===== src/rtl/reset_pkg.sv =====
// Shared types for the reset sequencer: reset-cause encoding, FSM states and
// a width helper for the sequencer's counters.
package reset_pkg;

    typedef enum logic [1:0] {
        POR  = 2'b00,
        SOFT = 2'b01,
        WDT  = 2'b10
    } rst_cause_t;

    typedef enum logic [1:0] {
        HOLD    = 2'b00,
        RELEASE = 2'b01,
        RUN     = 2'b10
    } rst_seq_state_t;

    // Counter width for a terminal value of v-1; a zero-width register is not legal.
    function automatic int clog2_min1(input int v);
        int w;
        w = $clog2(v);
        return (w < 1) ? 1 : w;
    endfunction

endpackage


===== src/rtl/reset_seq_if.sv =====
// Request/status bundle between the reset sequencer and the logic that
// requests resets and consumes the per-domain reset outputs.
interface reset_seq_if #(
    parameter int N_DOM = 3
);
    logic             i_soft_rst_req;
    logic             i_wdt_expire;
    logic [N_DOM-1:0] o_rst_dom;
    logic             o_rst_done;
    logic [1:0]       o_rst_cause;

    modport master (
        output i_soft_rst_req,
        output i_wdt_expire,
        input  o_rst_dom,
        input  o_rst_done,
        input  o_rst_cause
    );

    modport slave (
        input  i_soft_rst_req,
        input  i_wdt_expire,
        output o_rst_dom,
        output o_rst_done,
        output o_rst_cause
    );
endinterface


===== src/rtl/reset_seq.sv =====
// Reset sequencer: holds all downstream reset domains for HOLD_CYCLES, then
// releases them one by one in index order, GAP_CYCLES apart.
//
//   state   | meaning
//   --------+---------------------------------------------------------------
//   HOLD    | all domains asserted, counting the minimum hold width
//   RELEASE | domains 0..idx-1 released, counting the gap before domain idx
//   RUN     | all domains released, done set, counter idle
module reset_seq
    import reset_pkg::*;
#(
    parameter int N_DOM       = 3,
    parameter int HOLD_CYCLES = 16,
    parameter int GAP_CYCLES  = 8
) (
    input  logic        clk,
    input  logic        arst,
    reset_seq_if.slave  bus
);

    localparam int CNT_W = clog2_min1((HOLD_CYCLES > GAP_CYCLES) ? HOLD_CYCLES : GAP_CYCLES);
    localparam int IDX_W = clog2_min1(N_DOM);

    localparam logic [CNT_W-1:0] HOLD_LAST = CNT_W'(HOLD_CYCLES - 1);
    localparam logic [CNT_W-1:0] GAP_LAST  = CNT_W'(GAP_CYCLES - 1);
    localparam logic [IDX_W-1:0] IDX_LAST  = IDX_W'(N_DOM - 1);
    localparam logic [IDX_W-1:0] IDX_ONE   = IDX_W'(1);

    rst_seq_state_t   state_q, state_d;
    logic [CNT_W-1:0] cnt_q, cnt_d;
    logic [IDX_W-1:0] idx_q, idx_d;

    logic [N_DOM-1:0] dom_q, dom_d;
    logic             done_q, done_d;
    rst_cause_t       cause_q, cause_d;

    logic req;
    logic hold_end;
    logic gap_end;

    assign req      = bus.i_soft_rst_req | bus.i_wdt_expire;
    assign hold_end = (cnt_q == HOLD_LAST);
    assign gap_end  = (cnt_q == GAP_LAST);

    always_ff @(posedge clk or posedge arst) begin
        if (arst) begin
            state_q <= HOLD;
            cnt_q   <= '0;
            idx_q   <= '0;
        end else begin
            state_q <= state_d;
            cnt_q   <= cnt_d;
            idx_q   <= idx_d;
        end
    end

    // A request from any state restarts the whole sequence from HOLD.
    always_comb begin
        state_d = state_q;
        cnt_d   = cnt_q;
        idx_d   = idx_q;
        if (req) begin
            state_d = HOLD;
            cnt_d   = '0;
            idx_d   = '0;
        end else begin
            case (state_q)
                HOLD: begin
                    if (hold_end) begin
                        cnt_d = '0;
                        if (N_DOM == 1) begin
                            state_d = RUN;
                        end else begin
                            state_d = RELEASE;
                            idx_d   = IDX_ONE;
                        end
                    end else begin
                        cnt_d = cnt_q + CNT_W'(1);
                    end
                end
                RELEASE: begin
                    if (gap_end) begin
                        cnt_d = '0;
                        if (idx_q == IDX_LAST) begin
                            state_d = RUN;
                        end else begin
                            idx_d = idx_q + IDX_W'(1);
                        end
                    end else begin
                        cnt_d = cnt_q + CNT_W'(1);
                    end
                end
                RUN: begin
                    cnt_d = cnt_q;
                end
                default: begin
                    state_d = HOLD;
                    cnt_d   = '0;
                    idx_d   = '0;
                end
            endcase
        end
    end

    // Next values of the registered outputs; outputs never see inputs combinationally.
    always_comb begin
        dom_d   = dom_q;
        done_d  = done_q;
        cause_d = cause_q;
        if (req) begin
            dom_d   = '1;
            done_d  = 1'b0;
            cause_d = bus.i_wdt_expire ? WDT : SOFT;
        end else begin
            case (state_q)
                HOLD: begin
                    if (hold_end) begin
                        dom_d[0] = 1'b0;
                        if (N_DOM == 1) begin
                            done_d = 1'b1;
                        end
                    end
                end
                RELEASE: begin
                    if (gap_end) begin
                        dom_d[idx_q] = 1'b0;
                        if (idx_q == IDX_LAST) begin
                            done_d = 1'b1;
                        end
                    end
                end
                default: begin
                    dom_d = dom_q;
                end
            endcase
        end
    end

    always_ff @(posedge clk or posedge arst) begin
        if (arst) begin
            dom_q   <= '1;
            done_q  <= 1'b0;
            cause_q <= POR;
        end else begin
            dom_q   <= dom_d;
            done_q  <= done_d;
            cause_q <= cause_d;
        end
    end

    assign bus.o_rst_dom   = dom_q;
    assign bus.o_rst_done  = done_q;
    assign bus.o_rst_cause = cause_q;

endmodule


===== src/flat_wrapper.sv =====
// flat-port wrapper written by rule: the top's interface ports become plain ports
module reset_seq_flat import reset_pkg::*;
#(
    parameter int N_DOM       = 3,
    parameter int HOLD_CYCLES = 16,
    parameter int GAP_CYCLES  = 8
)
  (clk, arst, bus_i_soft_rst_req, bus_i_wdt_expire, bus_o_rst_dom, bus_o_rst_done, bus_o_rst_cause);
  reset_seq_if #(.N_DOM(N_DOM)) bus_i ();
  input  logic clk;
  input  logic arst;
  input wire logic [$bits(bus_i.i_soft_rst_req)-1:0] bus_i_soft_rst_req;
  input wire logic [$bits(bus_i.i_wdt_expire)-1:0] bus_i_wdt_expire;
  output wire logic [$bits(bus_i.o_rst_dom)-1:0] bus_o_rst_dom;
  output wire logic [$bits(bus_i.o_rst_done)-1:0] bus_o_rst_done;
  output wire logic [$bits(bus_i.o_rst_cause)-1:0] bus_o_rst_cause;
  assign bus_i.i_soft_rst_req = bus_i_soft_rst_req;
  assign bus_i.i_wdt_expire = bus_i_wdt_expire;
  assign bus_o_rst_dom = bus_i.o_rst_dom;
  assign bus_o_rst_done = bus_i.o_rst_done;
  assign bus_o_rst_cause = bus_i.o_rst_cause;
  reset_seq #(.N_DOM(N_DOM), .HOLD_CYCLES(HOLD_CYCLES), .GAP_CYCLES(GAP_CYCLES)) u_core (.clk(clk), .arst(arst), .bus(bus_i));
endmodule

===== config.mk =====
export PLATFORM = sky130hd
export DESIGN_NAME = reset_seq_flat
export DESIGN_NICKNAME = d
export VERILOG_FILES = /design/src/rtl/reset_pkg.sv /design/src/rtl/reset_seq_if.sv /design/src/rtl/reset_seq.sv /design/src/flat_wrapper.sv
export SDC_FILE = /design/constraint.sdc
export NUM_CORES = 1
export LEC_CHECK = 0
export ABC_AREA = 1
export ABC_CLOCK_PERIOD_IN_PS = 3180
export CORE_UTILIZATION = 52
export DETAILED_ROUTE_END_ITERATION = 10
export HOLD_SLACK_MARGIN = 0.05
export PLACE_DENSITY = 0.75
export SYNTH_ARGS = -nofsm -noshare
export SYNTH_HDL_FRONTEND = slang
export SYNTH_SLANG_ARGS = --single-unit

===== constraint.sdc =====
create_clock -name clk -period 3.18 [get_ports clk]
set_input_delay 0.636 -clock clk [delete_from_list [all_inputs] [get_ports clk]]
set_output_delay 0.636 -clock clk [all_outputs]
set_load 0.05 [all_outputs]

==> impl_metrics.csv, run 1 <==
group,metric,value,unit
status,outcome,"finished, final reports clean",
drt,first_pass_iters,4,
timing,finalSetupTns,0,ns
grt,grt_pass1_wl,2850,um
job,maxCapViolations,0,
placed_design,gp_congestion,0.810,
clock_network,cts-root-buf,"clkbuf_4",
die,die-area,1770,um^2
yosys,yosysWarningCount,0,
clock_network,htree_levels,1,
placed_design,dp_hpwl,1230,um
clock_network,clock_sinks,14,
timing,finalMaxSlewViolations,0,
die,rows,14,
worst_setup_path,slowest_delay,0.79,ns
grt,antenna_found_initial,0,
clock_network,cts.reportedPaths.clkPinSlew,0.09,ns
worst_setup_path,cp.required,2.54,ns
clock_network,cts_resized,0,
clock_network,cts_buffers,3,
worst_setup_path,crit_fanout,3,
worst_setup_path,critPathKind,"flip-flop to output pin",
timing,post-route-min-period,2.28,ns
die,die_h,42.1,um
clock_network,cts_tree,"yes",
timing,period_share,71.8,%
drt,wl_per_cell,12.0,um
final_layout,syn2layout_area_growth,16.2,%
grt,grt_usage,21.9,%
die,coreArea,1510,um^2
final_layout,layout.nets,128,
die,start_util,55.5,%
die,io_pins,10,
drt,vias,710,
power,power_frac_comb,16.5,%
worst_setup_path,cp.arrival,1.65,ns
die,die_width,42.1,um
clock_network,clockBufferDepth,2,
timing,final.setup_skew,0.00259,ns
yosys,synth_top_family_by_area,"simple AND/OR/NAND/NOR gates",
timing,max_freq,438,MHz
worst_setup_path,path_cells,"clkdlybuf4s50_1",
yosys,yosys.area.top_type,"dfrtp_1",
timing,worst_hold_slack,0.488,ns
placed_design,numPortBuffers,9,
worst_setup_path,cp_top_family,"buffers and inverters",
clock_network,post_cts_buffers,0,
drt,via_per_inst,5.26,
yosys,synth_mux_area_share,0,%
clock_network,clock_latency,0.30,ns
worst_setup_path,critPathSlowestCell,"clkdlybuf4s50_1",
grt,grt_pass1_vias,702,
yosys,netlist_top_cells_area,"dfrtp_1 (33%), nand2_1 (15%), dfstp_2 (9.4%), nand3_1 (9.0%), ha_1 (6.0%)",
power,p_sw,0.120,mW
clock_network,cts_hold_buf,0,
power,power_leakage,0.498,nW
timing,worst_slew_margin_rel,64.9,%
yosys,synth_fp_nets,115,
yosys,synth-seq-cells,14,
yosys,yosysTopAreaCellShare,32.9,%
power,powerDensity,411,nW/um^2
power,clock_power_share,34.7,%
worst_setup_path,crit_buf_inv,1,
worst_hold_path,min_path_type,"flip-flop to flip-flop",
yosys,synth_area_per_cell,7.81,um^2
power,seq_power_share,48.8,%
yosys,synth_compound_area_share,3.74,%
drt,initialDrtViolationCount,20,
yosys,netlist_area,836,um^2
worst_setup_path,start_kind,"flip-flop",
yosys,synth_cell_types,21,
yosys,synth_fa_ha_area_share,5.99,%
power,swShare,30.1,%
power,ir_drop,0.000314,V
drt,routed_wl,1620,um
timing,worstMarginPinSlew,0.525,ns
yosys,syn_inst,107,
worst_setup_path,rrSetupSlack,1.84,ns
yosys,synth_xor_area_share,0,%
final_layout,diodes,0,
yosys,synth-simple-area-share,40.3,%
drt,drc,0,
worst_setup_path,end_kind,"output pin",
timing,rsz0062_at_grt,"no",
final_layout,drive_above_1_share,15.1,%
power,p_int,0.279,mW
drt,ant_nets,0,
grt,grt-ovfl-total,0,
timing,hold_violations,0,
yosys,yosysSeqAreaShare,42.4,%
grt,grt_max_degree,15,
timing,finalSetupViolCount,0,
==> power groups by stage <==
stage / Combinational [mW] / Sequential [mW] / Clock [mW]
final: 0.0660 / 0.195 / 0.138
after global routing: 0.0728 / 0.196 / 0.144
after CTS: 0.0666 / 0.194 / 0.138
after detailed placement: 0.0664 / 0.198 / 0
after global placement: 0.0643 / 0.197 / 0
after floorplan: 0.0353 / 0.209 / 0
==> cells in the final DEF (no fill, tap or decap) <==
| cell type | count |
|---|---|
| nor2_4 | 3 |
| nand2_1 | 33 |
| o21ai_0 | 1 |
| nand3_1 | 15 |
| a31oi_1 | 1 |
| nor2_2 | 1 |
| inv_2 | 2 |
| nand4_1 | 1 |
| dfstp_2 | 3 |
| o21ai_1 | 2 |
| clkbuf_4 | 3 |
| clkbuf_8 | 1 |
| dfrtp_1 | 11 |
| nor3_1 | 1 |
| nor2_1 | 8 |
| nor2_8 | 1 |
| a21oi_1 | 2 |
| nand2_4 | 1 |
| nand2_2 | 3 |
| inv_1 | 12 |
| ha_1 | 4 |
| clkdlybuf4s50_1 | 9 |
| and3_1 | 1 |
==> cell type report <==
cell class | count | area [um^2]
Inverter | 14 | 52.6
Tap cell | 16 | 20.0
Fill cell | 130 | 536
Clock buffer | 4 | 36.3
Timing Repair Buffer | 9 | 90.1
Sequential cell | 14 | 354
Multi-Input combinational cell | 78 | 418
==> cells in the mapped netlist <==
library cell,number
inv_2,2
buf_6,1
nand3_1,15
inv_1,12
nor2_8,1
nor2_2,1
nand4_1,1
nand2_1,33
nand2_2,3
and3_1,1
nor3_1,1
a21oi_1,2
nor2_4,3
dfrtp_1,11
o21ai_0,1
nand2_4,1
dfstp_2,3
nor2_1,8
a31oi_1,1
o21ai_1,2
ha_1,4
==> metrics by stage <==
step / power [mW] / setup WS, ns / instance area, um^2 / std cells / util [%]
floorplan: 0.244 / 1.87 / 836 / 107 / -
CTS: 0.399 / 0.895 / 971 / 135 / 64.5
finish: 0.399 / 0.897 / 971 / 135 / 64.5
global placement: 0.262 / 1.14 / 935 / 131 / 62.0
global route: 0.412 / 0.866 / 971 / 135 / 64.5
detailed placement: 0.264 / 1.11 / 935 / 131 / 62.0
==> worst paths after layout <==
| kind | from | to | depth (start not counted) |
|---|---|---|---|
| max reg2reg | u_core.idx_q[0] | u_core.idx_q[0] | 7 |
| min in group asynchronous | arst | u_core.state_q[0] | 2 |
| max | u_core.bus.o_rst_dom[0] | bus_o_rst_dom[0] | 1 |
| min | u_core.bus.o_rst_cause[1] | u_core.bus.o_rst_cause[1] | 2 |
| max in group asynchronous | arst | u_core.bus.o_rst_dom[1] | 2 |
| min reg2reg | u_core.bus.o_rst_cause[1] | u_core.bus.o_rst_cause[1] | 2 |
==> per-layer routing <==
layer | GRT usage [%] | part of all wire (%) | vias up
li1 | - | - | 360
met3 | 4.31 | 5.9 | 5
met1 | 25.3 | 43 | 322
met4 | 14.4 | 2.6 | 0
met2 | 36.6 | 48 | 23
met5 | 0 | 0 | -
==> cells by family after synthesis <==
family | count (synthesis)
buffers and inverters | 15
adders and majority gates | 4
DFF | 14
and+or+nand+nor | 68
AOI/OAI and AO/OA | 6
==> sequential cells by signal, summed over array words and instances, names as in the netlist <==
signal,flops
u_core.bus.o_rst_dom,3
u_core.state_q,2
u_core.idx_q,2
u_core.bus.o_rst_cause,2
u_core.bus.o_rst_done,1
u_core.cnt_q,4
==> tightest hold or removal path, stage by stage (launching register included) <==
cell     delay, ns
dfrtp_1       0.36
nand2_1       0.06
nand2_1       0.05
Note: power is estimated with default switching activity, not from simulation.
==> run 2, diff against run 1 <==
Settings changed: ABC_CLOCK_PERIOD_IN_PS 3180 to 2400.
Clock period 3.18 ns to 2.4 ns, I/O delays scaled along.
==> results of run 2 <==
Same layout as run 1 (identical final DEF). Status: finished, final reports clean.
Main changes from that run: setup slack after placement 1.11 ns -> 0.482 ns; setup slack after layout 0.897 ns -> 0.273 ns; register-to-register setup slack 1.84 ns -> 1.06 ns; total power 0.399 mW -> 0.529 mW; worst IR drop on VDD 0.000314 V -> 0.000416 V
==> run 3, diff against run 2 <==
Settings changed: CTS_CLUSTER_DIAMETER set to 30.
==> results of run 3 <==
Same layout as run 1 (identical final DEF). Status: finished, final reports clean.
Main changes from that run: setup slack after placement 1.11 ns -> 0.482 ns; setup slack after layout 0.897 ns -> 0.273 ns; register-to-register setup slack 1.84 ns -> 1.06 ns; total power 0.399 mW -> 0.529 mW; worst IR drop on VDD 0.000314 V -> 0.000416 V
